`src/rtl/seq_shift_add_multiplier.sv`:
```
// Sequential shift-add multiplier: one (WIDTH+1)-bit add/subtract per bit of the multiplier,
// with signed (final-step subtract) or unsigned operands and a start/busy/done handshake.
module seq_shift_add_multiplier #(
    parameter int unsigned WIDTH  = 8,
    parameter bit          SIGNED = 1'b1
) (
    input  logic                 Clk,
    input  logic                 Reset_n,
    input  logic                 Start,
    input  logic [WIDTH-1:0]     Multiplicand,
    input  logic [WIDTH-1:0]     Multiplier,
    output logic                 Busy,
    output logic                 Done,
    output logic [2*WIDTH-1:0]   Product
);

    localparam int unsigned     CW   = $clog2(WIDTH);
    localparam logic [CW-1:0]   LAST = CW'(WIDTH - 1);

    typedef enum logic [1:0] {
        IDLE,
        ADD,
        SHIFT,
        DONE
    } state_t;

    state_t           state;
    logic [WIDTH-1:0] s;
    logic [WIDTH-1:0] a;
    logic [WIDTH-1:0] b;
    logic             x;
    logic [CW-1:0]    count;

    logic             last;
    logic             sub;
    logic             shift_in;
    logic [WIDTH:0]   ext_a;
    logic [WIDTH:0]   ext_s;
    logic [WIDTH:0]   addend;
    logic [WIDTH:0]   sum;
    logic [2*WIDTH:0] shifted;

    always_comb begin
        last     = (count == LAST);
        ext_a    = SIGNED ? {a[WIDTH-1], a} : {1'b0, a};
        ext_s    = SIGNED ? {s[WIDTH-1], s} : {1'b0, s};
        // In signed mode the multiplier's MSB carries negative weight, so its step subtracts.
        sub      = SIGNED && last;
        addend   = sub ? ~ext_s : ext_s;
        sum      = ext_a + addend + {{WIDTH{1'b0}}, sub};
        shift_in = SIGNED ? x : 1'b0;
        shifted  = {shift_in, x, a, b[WIDTH-1:1]};
    end

    always_ff @(posedge Clk or negedge Reset_n) begin
        if (!Reset_n) begin
            state   <= IDLE;
            s       <= '0;
            a       <= '0;
            b       <= '0;
            x       <= 1'b0;
            count   <= '0;
            Busy    <= 1'b0;
            Done    <= 1'b0;
            Product <= '0;
        end else begin
            case (state)
                IDLE: begin
                    if (Start) begin
                        s     <= Multiplicand;
                        b     <= Multiplier;
                        a     <= '0;
                        x     <= 1'b0;
                        count <= '0;
                        Busy  <= 1'b1;
                        state <= ADD;
                    end
                end
                ADD: begin
                    if (b[0]) begin
                        {x, a} <= sum;
                    end
                    state <= SHIFT;
                end
                SHIFT: begin
                    {x, a, b} <= shifted;
                    if (last) begin
                        // Product is loaded with the post-shift value so it is valid in the DONE cycle.
                        Product <= shifted[2*WIDTH-1:0];
                        Done    <= 1'b1;
                        state   <= DONE;
                    end else begin
                        count <= count + 1'b1;
                        state <= ADD;
                    end
                end
                DONE: begin
                    Done  <= 1'b0;
                    Busy  <= 1'b0;
                    state <= IDLE;
                end
                default: state <= IDLE;
            endcase
        end
    end

endmodule

```
`config.mk`:
```
export PLATFORM = sky130hd
export DESIGN_NAME = seq_shift_add_multiplier
export DESIGN_NICKNAME = d
export VERILOG_FILES = /design/src/rtl/seq_shift_add_multiplier.sv
export SDC_FILE = /design/constraint.sdc
export NUM_CORES = 1
export LEC_CHECK = 0
export ABC_AREA = 1
export CORE_MARGIN = 5
export CORE_UTILIZATION = 49
export DETAILED_ROUTE_END_ITERATION = 12
export MAX_ROUTING_LAYER = met4
export PLACE_DENSITY = 0.75
export SLEW_MARGIN = 20
export SYNTH_ARGS = -nofsm -noshare
export SYNTH_HDL_FRONTEND = slang
export SYNTH_SLANG_ARGS = --single-unit
```
`constraint.sdc`:
```
create_clock -name Clk -period 1.9 [get_ports Clk]
set_input_delay 0.19 -clock Clk [delete_from_list [all_inputs] [get_ports Clk]]
set_output_delay 0.19 -clock Clk [all_outputs]
set_load 0.01 [all_outputs]
```
==> flow_metrics.py <==
metrics = {
    "run_status": {
        "status": "finished with violations",
        "violations": "setup timing",
    },
    "yosys": {
        "synth_nets": 333,
        "synth_edf_count": 0,
        "synth_top_family_by_area": "simple AND/OR/NAND/NOR gates",
        "synthTopCellsByCount": "91 x nand2_1, 48 x dfrtp_1, 33 x inv_1, 23 x o21ai_0, 15 x ha_1",
        "yosys.area_share.simple": 0.194,
        "synth_most_common_cell": "nand2_1",
        "yosys_register_bits": 48,
        "synth_top_area_share": 0.473,
        "synth_cell_types": 30,
        "synthCells": 298,
        "synth_adder_area_share": 0.0817,
        "synth-async-reset-ratio": 1.00,
        "yosys_warnings": 0,
        "synth_xor_xnor_area_share": 0.0241,
        "avgSynthCellArea_um2": 8.53,
        "synth_compound_gate_area_share": 0.149,
        "muxShareOfSynthArea": 0,
        "synth_ff_type": "dfrtp_1",
        "synthTopCellsByArea": "dfrtp_1 47%, nand2_1 13%, ha_1 7.4%, inv_1 4.9%, o21ai_0 4.5%",
        "synth_area_um2": 2540,
        "ys_seq_area_frac": 0.473,
        "yosysTopAreaCell": "dfrtp_1",
    },
    "clock_tree": {
        "cts-root-buf": "clkbuf_8",
        "cts_sinks": 48,
        "clock_latency_ps": 310,
        "htreeDepth": 2,
        "clkSlewWorstSetupHoldPaths_ps": 90,
        "cts_buffers": 5,
        "tritoncts": "built",
        "cts_max_path_buffers": 2,
    },
    "power_and_ir_drop": {
        "power.leakage_nw": 1.65,
        "powerDensity_nw_per_um2": 1620,
        "ir_drop_uv": 697,
        "fin_total_pwr_mw": 5.40,
    },
    "route": {
        "drt_iter0_markers": 177,
        "vias": 2153,
        "wire_per_inst_um": 14.0,
        "route.detailed.drc": 0,
        "drt-total-wl_um": 5910,
        "final_antenna_net_count": 0,
        "viasPerCell": 5.09,
        "dr.pass1.iters": 4,
    },
    "floorplan": {
        "die_h_um": 82.0,
        "io_pins": 37,
        "fp.dieArea_um2": 6730,
        "core_um2": 5070,
        "dieWidth_um": 82.0,
        "start_util": 0.501,
        "num_rows": 26,
    },
    "sta": {
        "setup_ws_ps": -253,
        "rsz0062_at_grt": "true",
        "finalCriticalPeriod_ps": 2150,
        "skew_ps": 8.21,
        "holdWs_ps": 402,
        "finalMaxSlewViolations": 0,
        "relSlewSlack": 0.636,
        "finalHoldViolCount": 0,
        "min_period_over_period": 1.13,
        "tightest_slew_ps": 546,
        "max_clock_freq_mhz": 465,
        "setup_viol": 7,
    },
    "critical_path": {
        "required_ps": 2160,
        "cp.arrival_ps": 2410,
        "worstSetupPathType": "reg -> reg",
        "critPathCaptureType": "flip-flop",
        "crit_path_start_kind": "flip-flop",
        "critical_path_peak_fanout": 8,
    },
    "cells_and_area": {
        "drive_gt1_frac": 0.201,
        "fin_nets": 387,
        "antennaDiodeCount": 0,
        "area_growth_syn_to_layout_pct": 31.2,
    },
    "place": {
        "numPortBuffers": 36,
        "hpwl_um": 4240,
        "dp_slack_ps": -237,
        "gp_congestion": 0.883,
    },
    "global_route": {
        "grt_max_degree": 32,
        "overflow": 0,
        "antenna_found_initial": 0,
        "grt_usage": 0.206,
        "grt_pass1_wl_um": 10200,
        "grt_pass1_vias": 2245,
    },
    "job": {
        "drv_cap": 0,
    },
    "worst_hold_path": {
        "hold_path_class": "in -> async",
    },
}
-- kinds of logic (layout without fill, tap and decap cells) --
group | Yosys count | count (layout)
xor+xnor | 7 | 7
simple gates | 117 | 117
fa+ha+maj | 16 | 16
flops | 48 | 48
buf+inv | 48 | 103
compound gates | 62 | 62
-- path summary, 6_finish.rpt --
| kind | start | to | slack, ps | depth (start not counted) |
|---|---|---|---|---|
| setup / recovery | count[1]$_DFFE_PN0P_ | a[7]$_DFFE_PN0P_ | -250 | 15 |
| hold / removal | Reset_n | Product[8]$_DFFE_PN0P_ | 400 | 2 |
| setup reg to reg | count[1]$_DFFE_PN0P_ | a[7]$_DFFE_PN0P_ | -250 | 15 |
| hold reg to reg | Product[13]$_DFFE_PN0P_ | Product[13]$_DFFE_PN0P_ | 490 | 2 |
| max in group asynchronous | Reset_n | state[1]$_DFFE_PN0P_ | 990 | 3 |
| min in group Clk | Multiplicand[6] | s[6]$_DFFE_PN0P_ | 410 | 3 |
-- cells in the final DEF (no fill, tap or decap), types with 6 or more instances in the layout --
cell and count:
buf_4 15, o21ai_1 14, ha_1 12, inv_2 10
a21oi_1 7, clkdlybuf4s50_1 35, inv_1 29, nand2_1 84
o21ai_0 18, nand2_2 11, dfrtp_1 48, clkbuf_8 6
nand3_1 6, nor2_1 8
-- final cells by class --
class / count / area, µm²
clock buffers: 6 / 82.6
flip-flops and latches: 48 / 1200
well taps: 70 / 87.6
clock inverters: 2 / 38.8
inverters: 40 / 151
fillers: 442 / 1740
repair buffers: 55 / 520
multi-input cells: 202 / 1250
-- power by group --
group / internal, mW / switching (mW) / leakage [nW] / total [mW]
Sequential: 1.43 / 0.309 / 0.629 / 1.74
Combinational: 1.28 / 1.60 / 0.955 / 2.87
Clock: 0.431 / 0.358 / 0.0614 / 0.788
Total: 3.14 / 2.26 / 1.65 / 5.40
-- per-stage QoR --
stage	instances	util	instance area, µm²	TNS [ps]
6_report	423	0.657	3330	-1300
5_1_grt	423	0.657	3330	-2260
4_1_cts	423	0.646	3280	-1050
3_5_place_dp	411	0.611	3100	-1130
3_3_place_gp	411	0.611	3100	-678
2_1_floorplan	298	-	2580	-538
-- layer usage --
| metal | routed length (µm) | vias up | global-route usage |
|---|---|---|---|
| li1 | - | 1066 | - |
| met1 | 2630 | 1005 | 0.252 |
| met2 | 2810 | 63 | 0.323 |
| met3 | 279 | 19 | 0.0450 |
| met4 | 191 | 0 | 0.101 |
| met5 | 0 | - | - |
-- flip-flops by register name, summed over array words and instances, names as in the netlist --
signal	count
Product	16
a	8
b	8
s	8
count	3
state	2
Busy	1
Done	1
shift_in	1
-- repair_timing --
action	4_1_cts	5_1_grt
pin swaps	12	19
endpoints found under the hold margin	23	0
hold buffers	1	0
buffers inserted	3	1
resized for setup	10	16
setup endpoints to repair	7	8
-- critical path, stage by stage (launching register included) --
cell	delay [ps]
dfrtp_1	400
ha_2	200
ha_4	220
xor2_2	180
ha_1	340
nand2_1	80
nand2_1	60
inv_2	70
nor2_2	40
nor2_2	120
nand2_1	70
nand2_1	70
nand3_2	70
nand2_2	80
nand2_1	40
nand2_1	50
(Power assumes the default switching activity.)
